<file path="src/rtl/flash_sd_spi_ctrl_pkg.sv">
// Shared constants and types for the flash/SD SPI peripheral.
// Holds the register/port numbers, the SPI bit timing, the shifter states and the access-decode vector.
package flash_sd_pkg;

    localparam logic [7:0] FLASHSPI_ADDR = 8'h02;
    localparam logic [7:0] FLASHCS_ADDR  = 8'h03;
    localparam logic [7:0] SDCS_PORT     = 8'hE7;
    localparam logic [7:0] SDDATA_PORT   = 8'hEB;

    localparam int unsigned SPI_BIT_PERIOD  = 2;
    localparam int unsigned SPI_XFER_CYCLES = 8 * SPI_BIT_PERIOD;

    typedef enum logic {
        SH_IDLE,
        SH_XFER
    } sh_state_t;

    // One bit per decoded access term; rising edges are taken on the whole vector.
    typedef struct packed {
        logic fw;   // flash data write
        logic fr;   // flash data read
        logic fcw;  // flash chip-select write
        logic fcr;  // flash chip-select read
        logic sw;   // SD data write
        logic sr;   // SD data read
        logic scw;  // SD chip-select write
    } acc_t;

endpackage

</file>
<file path="src/rtl/flash_sd_spi_ctrl_if.sv">
// CPU-side bus of the flash/SD SPI peripheral: Z80 strobes, ZX-Uno register access and read-back.
interface flash_sd_spi_ctrl_if;

    logic [15:0] a;
    logic        iorq_n;
    logic        rd_n;
    logic        wr_n;
    logic [7:0]  addr;
    logic        ior;
    logic        iow;
    logic [7:0]  din;
    logic [7:0]  dout;
    logic        oe;
    logic        wait_n;

    modport master (
        output a, iorq_n, rd_n, wr_n, addr, ior, iow, din,
        input  dout, oe, wait_n
    );

    modport slave (
        input  a, iorq_n, rd_n, wr_n, addr, ior, iow, din,
        output dout, oe, wait_n
    );

endinterface

</file>
<file path="src/rtl/flash_sd_spi_ctrl_spi_shifter.sv">
// 8-bit SPI mode-0 shift engine, MSB first, two clk cycles per bit.
// done/rx_byte are valid in the last cycle so the caller can capture the byte as sclk returns low.
module spi_shifter
    import flash_sd_pkg::*;
(
    input  logic       clk,
    input  logic       rst,
    input  logic       start,
    input  logic [7:0] tx_byte,
    input  logic       miso,
    output logic       sclk,
    output logic       mosi,
    output logic       busy,
    output logic       done,
    output logic [7:0] rx_byte
);

    localparam logic [3:0] XFER_LAST = 4'(SPI_XFER_CYCLES - 1);

    sh_state_t  state_q, state_d;
    logic [3:0] cnt_q, cnt_d;
    logic [7:0] sreg_q, sreg_d;
    logic       sclk_q, sclk_d;
    logic       mosi_q, mosi_d;

    always_ff @(posedge clk) begin
        if (rst) begin
            state_q <= SH_IDLE;
            cnt_q   <= '0;
            sreg_q  <= '1;
            sclk_q  <= 1'b0;
            mosi_q  <= 1'b1;
        end else begin
            state_q <= state_d;
            cnt_q   <= cnt_d;
            sreg_q  <= sreg_d;
            sclk_q  <= sclk_d;
            mosi_q  <= mosi_d;
        end
    end

    always_comb begin
        state_d = state_q;
        cnt_d   = cnt_q;
        sreg_d  = sreg_q;
        sclk_d  = sclk_q;
        mosi_d  = mosi_q;
        done    = 1'b0;
        case (state_q)
            SH_IDLE: begin
                if (start) begin
                    state_d = SH_XFER;
                    cnt_d   = '0;
                    sreg_d  = tx_byte;
                    sclk_d  = 1'b0;
                    mosi_d  = tx_byte[7];
                end
            end
            SH_XFER: begin
                cnt_d = cnt_q + 4'd1;
                if (!cnt_q[0]) begin
                    sclk_d = 1'b1;
                end else begin
                    // End of the high phase: MISO is sampled and the next bit goes out.
                    sclk_d = 1'b0;
                    sreg_d = {sreg_q[6:0], miso};
                    mosi_d = sreg_q[6];
                    if (cnt_q == XFER_LAST) begin
                        done    = 1'b1;
                        state_d = SH_IDLE;
                        mosi_d  = 1'b1;
                    end
                end
            end
            default: state_d = SH_IDLE;
        endcase
    end

    assign sclk    = sclk_q;
    assign mosi    = mosi_q;
    assign busy    = (state_q == SH_XFER);
    assign rx_byte = {sreg_q[6:0], miso};

endmodule

</file>
<file path="src/rtl/flash_sd_spi_ctrl.sv">
// Shared SPI master for the boot flash (ZX-Uno registers) and the SD card (ZXMMC ports).
// Build option SPI_WAIT_EN: hold wait_n low for the duration of each transfer.
module flash_sd_spi_ctrl
    import flash_sd_pkg::*;
(
    input  logic               clk,
    input  logic               rst,
    flash_sd_spi_ctrl_if.slave bus,
    input  logic               in_boot_mode,
    output logic               flash_cs_n,
    output logic               flash_clk,
    output logic               flash_di,
    input  logic               flash_do,
    input  logic               disable_spisd,
    output logic               sd_cs_n,
    output logic               sd_clk,
    output logic               sd_mosi,
    input  logic               sd_miso
);

    acc_t       cur, prev, rise;
    logic       io_wr, io_rd;
    logic       start_req, start_flash, start_wr;
    logic       tgt_sd;
    logic [7:0] rx_buf, dout_q, tx_byte, rx_byte;
    logic       sclk, mosi, busy, done, miso;

    assign io_wr = !bus.iorq_n && !bus.wr_n && !disable_spisd;
    assign io_rd = !bus.iorq_n && !bus.rd_n && !disable_spisd;

    always_comb begin
        cur     = '0;
        cur.fw  = in_boot_mode && bus.iow && (bus.addr == FLASHSPI_ADDR);
        cur.fr  = in_boot_mode && bus.ior && (bus.addr == FLASHSPI_ADDR);
        cur.fcw = in_boot_mode && bus.iow && (bus.addr == FLASHCS_ADDR);
        cur.fcr = in_boot_mode && bus.ior && (bus.addr == FLASHCS_ADDR);
        cur.sw  = io_wr && (bus.a[7:0] == SDDATA_PORT);
        cur.sr  = io_rd && (bus.a[7:0] == SDDATA_PORT);
        cur.scw = io_wr && (bus.a[7:0] == SDCS_PORT);
    end

    assign rise        = acc_t'(cur & ~prev);
    assign start_flash = rise.fw || rise.fr;
    assign start_wr    = rise.fw || rise.sw;
    assign start_req   = start_flash || rise.sw || rise.sr;
    assign tx_byte     = start_wr ? bus.din : 8'hFF;

    always_ff @(posedge clk) begin
        if (rst) begin
            prev       <= '0;
            flash_cs_n <= 1'b1;
            sd_cs_n    <= 1'b1;
            tgt_sd     <= 1'b0;
            rx_buf     <= '1;
            dout_q     <= '1;
        end else begin
            prev <= cur;
            if (rise.fcw)
                flash_cs_n <= bus.din[0];
            if (disable_spisd)
                sd_cs_n <= 1'b1;
            else if (rise.scw)
                sd_cs_n <= bus.din[0];
            if (start_req && !busy)
                tgt_sd <= !start_flash;
            if (done)
                rx_buf <= rx_byte;
            // Reads return the byte of the previous transfer; the new one lands in rx_buf later.
            if (rise.fr || rise.sr)
                dout_q <= rx_buf;
            else if (rise.fcr)
                dout_q <= {7'b0, flash_cs_n};
        end
    end

    spi_shifter u_shifter (
        .clk     (clk),
        .rst     (rst),
        .start   (start_req && !busy),
        .tx_byte (tx_byte),
        .miso    (miso),
        .sclk    (sclk),
        .mosi    (mosi),
        .busy    (busy),
        .done    (done),
        .rx_byte (rx_byte)
    );

    assign miso      = tgt_sd ? sd_miso : flash_do;
    assign flash_clk = !tgt_sd && sclk;
    assign flash_di  = tgt_sd || mosi;
    assign sd_clk    = tgt_sd && sclk;
    assign sd_mosi   = !tgt_sd || mosi;

    assign bus.dout = dout_q;
    assign bus.oe   = cur.fr || cur.sr || cur.fcr;

`ifdef SPI_WAIT_EN
    assign bus.wait_n = !busy;
`else
    assign bus.wait_n = 1'b1;
`endif

endmodule

</file>
<file path="src/flat_wrapper.sv">
// flat-port wrapper written by rule: the top's interface ports become plain ports
module flash_sd_spi_ctrl_flat import flash_sd_pkg::*;
  (clk, rst, in_boot_mode, flash_cs_n, flash_clk, flash_di, flash_do, disable_spisd, sd_cs_n, sd_clk, sd_mosi, sd_miso, bus_a, bus_iorq_n, bus_rd_n, bus_wr_n, bus_addr, bus_ior, bus_iow, bus_din, bus_dout, bus_oe, bus_wait_n);
  flash_sd_spi_ctrl_if bus_i ();
  input  logic clk;
  input  logic rst;
  input  logic in_boot_mode;
  output logic flash_cs_n;
  output logic flash_clk;
  output logic flash_di;
  input  logic flash_do;
  input  logic disable_spisd;
  output logic sd_cs_n;
  output logic sd_clk;
  output logic sd_mosi;
  input  logic sd_miso;
  input wire logic [$bits(bus_i.a)-1:0] bus_a;
  input wire logic [$bits(bus_i.iorq_n)-1:0] bus_iorq_n;
  input wire logic [$bits(bus_i.rd_n)-1:0] bus_rd_n;
  input wire logic [$bits(bus_i.wr_n)-1:0] bus_wr_n;
  input wire logic [$bits(bus_i.addr)-1:0] bus_addr;
  input wire logic [$bits(bus_i.ior)-1:0] bus_ior;
  input wire logic [$bits(bus_i.iow)-1:0] bus_iow;
  input wire logic [$bits(bus_i.din)-1:0] bus_din;
  output wire logic [$bits(bus_i.dout)-1:0] bus_dout;
  output wire logic [$bits(bus_i.oe)-1:0] bus_oe;
  output wire logic [$bits(bus_i.wait_n)-1:0] bus_wait_n;
  assign bus_i.a = bus_a;
  assign bus_i.iorq_n = bus_iorq_n;
  assign bus_i.rd_n = bus_rd_n;
  assign bus_i.wr_n = bus_wr_n;
  assign bus_i.addr = bus_addr;
  assign bus_i.ior = bus_ior;
  assign bus_i.iow = bus_iow;
  assign bus_i.din = bus_din;
  assign bus_dout = bus_i.dout;
  assign bus_oe = bus_i.oe;
  assign bus_wait_n = bus_i.wait_n;
  flash_sd_spi_ctrl u_core (.clk(clk), .rst(rst), .bus(bus_i), .in_boot_mode(in_boot_mode), .flash_cs_n(flash_cs_n), .flash_clk(flash_clk), .flash_di(flash_di), .flash_do(flash_do), .disable_spisd(disable_spisd), .sd_cs_n(sd_cs_n), .sd_clk(sd_clk), .sd_mosi(sd_mosi), .sd_miso(sd_miso));
endmodule
</file>
<file path="config.mk">
export PLATFORM = sky130hd
export DESIGN_NAME = flash_sd_spi_ctrl_flat
export DESIGN_NICKNAME = d
export VERILOG_FILES = /design/src/rtl/flash_sd_spi_ctrl_pkg.sv /design/src/rtl/flash_sd_spi_ctrl_if.sv /design/src/rtl/flash_sd_spi_ctrl_spi_shifter.sv /design/src/rtl/flash_sd_spi_ctrl.sv /design/src/flat_wrapper.sv
export SDC_FILE = /design/constraint.sdc
export NUM_CORES = 1
export LEC_CHECK = 0
export BUFFER_PORTS_ARGS = -buffer_cell sky130_fd_sc_hd__buf_2
export CAP_MARGIN = 10
export CORE_MARGIN = 2
export CORE_UTILIZATION = 50
export CTS_CLUSTER_DIAMETER = 30
export CTS_CLUSTER_SIZE = 28
export DETAILED_ROUTE_END_ITERATION = 16
export PLACE_DENSITY = 0.9
export SLEW_MARGIN = 20
export SYNTH_ARGS = -nofsm -noshare
export SYNTH_HDL_FRONTEND = slang
export SYNTH_SLANG_ARGS = --single-unit
export TNS_END_PERCENT = 20
</file>
<file path="constraint.sdc">
create_clock -name clk -period 1.7 [get_ports clk]
set_input_delay 0.085 -clock clk [delete_from_list [all_inputs] [get_ports clk]]
set_output_delay 0.085 -clock clk [all_outputs]
set_load 0.05 [all_outputs]
</file>
==> run summary, run 1 <==
status: complete, no violations
non-filler instance count after layout: 296
Multi-input gate area: 958 um^2
CTS sink cnt: 39
area grow syn2layout: 26.2%
Final Hold Violating Endpoints: 0
Critical Path AT: 1.87 ns
Final Power: 1.68 mW
DR pass1 iterations: 4
Yosys reg bits: 39
internal power: 1.32 mW
Setup Crit Path Kind: register to register
initial drt markers: 116
Root Driver: clkbuf_4
initial antenna violation count: 0
Power Density: 731 nW/um^2
Critical Path End Type: register
count of input and output buffers: 49
fin crit period: 1.64 ns
DRC viols: 0
buffer depth of the longest clock path: 2
RePlAce Congestion: 0.741
Max Fclk: 611 MHz
r2r setup slk: 0.06 ns
gr usage total: 22.6%
Peak VDD IR: 0.443 mV
Die ar.: 4150 um^2
leakage: 0.983 nW
Final ANT Viol Nets: 0
Slew @ Worst Pin: 0.706 ns
Finish-stage setup viols: 0
Synth area leaders: dfxtp_1, nor2_1, a221o_1
share of the synthesized area in the top cell type: 42.7%
WL/cell: 14.5 um
Gate power share: 7.2%
cells along the critical path: nor2_1 -> nand4_1 -> o21ai_4 -> buf_4 -> or3_4 -> a221o_1
dpl cell area: 2190 um^2
Yosys cell types: 48
die height: 64.4 um
Syn Nets: 232
# nets final: 293
R2R Path Start: u_core.prev[2]
CP required: 1.94 ns
CTS tree: yes
clock skew: 0.0111 ns
max_slew headroom: 52.9%
FF-to-FF path depth: 6
fillers: 266
pre-CTS WS: -0.0161 ns
Syn. warnings: 0
Reg2Reg Capture Point: u_core.u_shifter.mosi
area occupied by registers: 781 um^2
Top Family by Delay on Critical Path: simple AND/OR/NAND/NOR gates
post-synthesis area per instance: 9.72 um^2
Worst Path Buf+Inv: 1
first-pass GRT wire length: 7380 um
CORE AREA: 3420 um^2
share of layout cells above drive strength 1: 37.2%
die span in x: 64.4 um
sequential power share: 54.5%
clock power share: 38.3%
critical path fanouts, max: 13
Via density: 5.62
# H-tree levels: 2
post-route setup slack: 0.0628 ns
hold depth: 3
sw frac: 21.6%
pin count of the biggest net entering global routing: 43
postcts setup bufs: 0
Routed WL: 4280 um
Worst Hold End: u_core.prev[0]
Reg clk slew, reported paths: 0.11 ns
RSZ-0062 raised after global routing: no
Clk Latency, worst-skew pair: 0.34 ns
initial core utilization: 53.5%
Tightest Hold Check Type: input port to register
Setup TNS: 0 ns
Pins Over Slew Limit: 0
Hold Path Origin: bus_a[2]
Async SR Flop Fraction: 0%
max-cap violation count: 0
grt total ovfl: 0
via count: 1,663
Net Sw Power: 364 uW
register area share after synthesis: 42.7%
startpoint types: register
number of flops mapped to enable cells by yosys: 0
vias in the first global route: 1,652
Post-Syn Instances: 188
# rows: 21
slowest stage delay, CP: 0.41 ns
HPWL Detailed: 3040 um
Finished Cell Area: 2310 um^2
critical path's slowest cell: or3_4
I/O pins: 59
Placed Cells: 285
CTS buffer count: 5
fin crit share: 96.3%
post-synth top area cell: dfxtp_1
ys flop type: dfxtp_1
Syn Std Cell Area: 1830 um^2
# diodes: 0
## area by class of cell
type                       count  area share [%]
multi-input combinational    129            41.6
sequential                    39            33.9
timing repair buffer          66            17.0
tap                           46            2.50
clock buffer                   6            2.22
clock inverter                 2            1.52
inverter                       8            1.30
## cell usage after synthesis (2+ instances only)
cell	instances
o22ai_1	2
nor4_1	2
clkbuf_1	8
nand2_1	13
mux2i_1	4
nand2b_1	10
a22oi_1	7
nor3_1	5
a311oi_1	2
nand3_1	5
a221o_2	7
a221o_1	8
a211o_1	7
nor2_1	22
o21ai_0	2
inv_1	8
dfxtp_1	39
a21oi_1	5
nor3b_1	3
## state kept, by name, indices dropped and copies added, names as in the netlist
signal	count
u_core.sd_cs_n	1
u_core.u_shifter.sreg_q	7
u_core.tgt_sd	1
u_core.rx_buf	8
u_core.bus.dout	8
u_core.flash_cs_n	1
u_core.u_shifter.cnt_q	4
u_core.prev	7
u_core.u_shifter.mosi	1
u_core.u_shifter.busy	1
## stage by stage
stage / hold WS [ns] / utilization [%]
after global placement: 0.302 / 64.1
after CTS: 0.00535 / 67.5
after global routing: 0.00686 / 67.5
after detailed placement: 0.314 / 64.1
after floorplan: 0.163 / -
final: 0.0150 / 67.5
## repair_timing
item	in CTS	in global routing
hold buffers	3	0
resized for setup	0	0
hold endpoints to repair	4	0
setup endpoints to repair	0	0
## power by group through the flow
stage | clock network, mW | registers, mW | logic, mW
final | 0.646 | 0.918 | 0.121
after global routing | 0.688 | 0.919 | 0.132
after CTS | 0.653 | 0.918 | 0.121
after detailed placement | 0 | 0.938 | 0.114
after global placement | 0 | 0.938 | 0.113
after floorplan | 0 | 0.940 | 0.0569
## worst max path at each step
| stage | to | slack [ns] | from | cells after the start |
|---|---|---|---|---|
| floorplan | u_core.u_shifter.sreg_q[3] | 0.19 | u_core.prev[5] | 5 |
| global placement | u_core.u_shifter.sreg_q[3] | 0.02 | disable_spisd | 7 |
| detailed placement | u_core.bus.dout[4] | -0.02 | bus_addr[7] | 7 |
| CTS | u_core.u_shifter.mosi | 0.06 | u_core.prev[2] | 6 |
| global route | u_core.u_shifter.sreg_q[5] | 0.02 | u_core.prev[6] | 5 |
| finish | u_core.u_shifter.mosi | 0.06 | u_core.prev[2] | 6 |
## logic make-up (layout without fill, tap and decap cells)
kind of cell | count (synthesis) | count (layout) | share of synthesized area (%)
mux | 5 | 5 | 2.81
buf+inv | 20 | 82 | 4.79
other cells | 1 | 1 | 0.205
simple gates | 76 | 76 | 24.9
compound gates | 46 | 46 | 23.8
flops | 39 | 39 | 42.7
fa+ha+maj | 1 | 1 | 0.685
## placed cells by master, fill, tap and decap left out, types with 7 or more instances in the layout
master	instances
a211o_1	7
a22oi_1	7
buf_2	49
nand2b_1	10
a221o_2	7
nand2_1	13
buf_4	13
a221o_1	8
dfxtp_1	39
nor2_1	22
inv_1	8
## layer usage
metal  up-vias  routed length (um)  part of all wire (%)  GRT usage (%)
met3         8                 195                   4.6           5.03
met1       792                1940                    45           29.0
met5         -                   0                     0              0
met2        42                2080                    49           36.6
li1        821                   -                     -              -
met4         0                  72                   1.7           9.84
## tightest hold or removal path: stages
cell	delay, ns
buf_2	0.10
nand2b_1	0.08
nor4_1	0.05
No activity file was read; power rests on OpenSTA's default activity.
==> run 2, diff against run 1 <==
==> constraint.sdc (replaced) <==
create_clock -name clk -period 1.7 [get_ports clk]
set_input_delay 0.255 -clock clk [delete_from_list [all_inputs] [get_ports clk]]
set_output_delay 0.255 -clock clk [all_outputs]
set_load 0.05 [all_outputs]
==> run summary, run 2 (synthesized netlist as in run 1, its figures left out) <==
status: complete, no violations
vias in the first global route: 1,577 (-4.5%)
first-pass GRT wire length: 7080 um (-4.0%)
Setup Crit Path Kind: register to register
RSZ-0062 raised after global routing: no
Tightest Hold Check Type: input port to register
Pins Over Slew Limit: 0 (unchanged)
most frequent cells in the layout: buf_2, dfxtp_1, nor2_1
area grow syn2layout: 26.4%
# nets final: 298 (+1.7%)
Reg clk slew, reported paths: 0.11 ns (about the same)
clock skew: 0.0167 ns (+0.00565 ns)
# diodes: 0 (unchanged)
DR pass1 iterations: 4 (unchanged)
startpoint types: register
Finished Cell Area: 2310 um^2 (+0.11%)
hold depth: 2 (-1)
initial drt markers: 118 (+1.7%)
dpl cell area: 2240 um^2 (+2.4%)
Finish-stage setup viols: 0 (unchanged)
Die ar.: 4150 um^2 (unchanged)
CTS tree: yes
Routed WL: 4430 um (+3.3%)
initial antenna violation count: 0 (unchanged)
Clk Latency, worst-skew pair: 0.36 ns (+0.02 ns)
I/O pins: 59 (unchanged)
CTS buffer count: 5 (unchanged)
grt total ovfl: 0 (unchanged)
gr usage total: 22.1% (-0.50 points)
Critical Path AT: 1.89 ns (+0.02 ns)
max-cap violation count: 0 (unchanged)
Peak VDD IR: 0.502 mV (+13%)
WL/cell: 14.8 um (+2.0%)
die height: 64.4 um (unchanged)
Post-CTS Hold Buffers: 0 (-3)
fin crit share: 96.7% (+0.40 points)
count of input and output buffers: 49 (unchanged)
CORE AREA: 3420 um^2 (unchanged)
HPWL Detailed: 3030 um (-0.37%)
share of layout cells above drive strength 1: 39.4% (+2.2 points)
Final Hold Violating Endpoints: 0 (unchanged)
FF-to-FF path depth: 5 (-1)
hold slack: 0.138 ns (+0.123 ns)
commonest non-fill, non-tap cell in the layout: buf_2
cells along the critical path: nand2b_1 -> o21ai_4 -> buf_4 -> or3_4 -> a221o_1
DRC viols: 0 (unchanged)
Final ANT Viol Nets: 0 (unchanged)
Root Driver: clkbuf_4
Power Density: 662 nW/um^2 (-9.3%)
CP required: 1.94 ns (about the same)
Via density: 5.68 (+1.0%)
Max Fclk: 608 MHz (-0.42%)
final core utilization: 67.6% (+0.073 points)
max_slew headroom: 52.9% (-0.064 points)
# rows: 21 (unchanged)
RePlAce Congestion: 0.790 (+6.6%)
die span in x: 64.4 um (unchanged)
leakage: 0.994 nW (+1.2%)
critical path fanouts, max: 13 (unchanged)
buffer depth of the longest clock path: 2 (unchanged)
critical path's slowest cell: or3_4
# H-tree levels: 2 (unchanged)
fin crit period: 1.64 ns (+0.00685 ns)
pin count of the biggest net entering global routing: 43 (unchanged)
CTS sink cnt: 39 (unchanged)
via count: 1,703 (+2.4%)
Slew @ Worst Pin: 0.707 ns (+0.000956 ns)
Critical Path End Type: register
slowest stage delay, CP: 0.41 ns (about the same)
initial core utilization: 53.5% (unchanged)
[run 2: area by class of cell]
type / instances / area (um^2)
flip-flops and latches: 39 / 781
repair buffers: 71 / 425
fillers: 257 / 1110
inverters: 8 / 30.0
well taps: 46 / 57.6
clock buffers: 6 / 51.3
clock inverters: 1 / 5.00
multi-input cells: 129 / 958
[run 2: worst max-delay path, delay by kind of cell (launching register included)]
kind                   cells  cell delay, ns
and+or+nand+nor            2            0.59
AOI/OAI and AO/OA          2            0.47
DFF                        1            0.33
buffers and inverters      1            0.15
[run 2: routing by layer]
metal | up-vias | share of wire (%) | GRT usage [%]
met5 | - | 0 | 0
met4 | 0 | 2.5 | 10.4
met3 | 11 | 5.7 | 6.42
met2 | 52 | 48 | 34.2
met1 | 818 | 44 | 28.4
li1 | 822 | - | -
[run 2: final timing paths]
| check | from | slack [ns] | endpoint |
|---|---|---|---|
| min reg2reg | u_core.sd_cs_n | 0.47 | u_core.sd_cs_n |
| min | bus_rd_n | 0.14 | u_core.prev[1] |
| max | u_core.prev[6] | 0.06 | u_core.u_shifter.sreg_q[4] |
| max reg2reg | u_core.prev[6] | 0.06 | u_core.u_shifter.sreg_q[4] |
[run 2: power breakdown]
part / switching (mW) / total (mW) / internal (mW)
sequential: 0.00196 / 0.918 / 0.916
combinational: 0.0674 / 0.127 / 0.0592
clock: 0.294 / 0.485 / 0.192
[run 2: through the flow]
step	setup slack (ns)	TNS, ns	total power, mW	std cells
4_1_cts	0.0228	0	1.54	299
6_report	0.0560	0	1.53	300
3_5_place_dp	-0.163	-2.76	1.06	292
2_1_floorplan	0.0246	0	0.997	188
5_1_grt	0.0000295	0	1.60	300
3_3_place_gp	-0.133	-2.20	1.06	292
[run 2: what timing repair did]
| item | in CTS | in global routing |
|---|---|---|
| setup buffers | 0 | 1 |
| gates resized for setup | 0 | 1 |
| setup endpoints to repair | 0 | 1 |
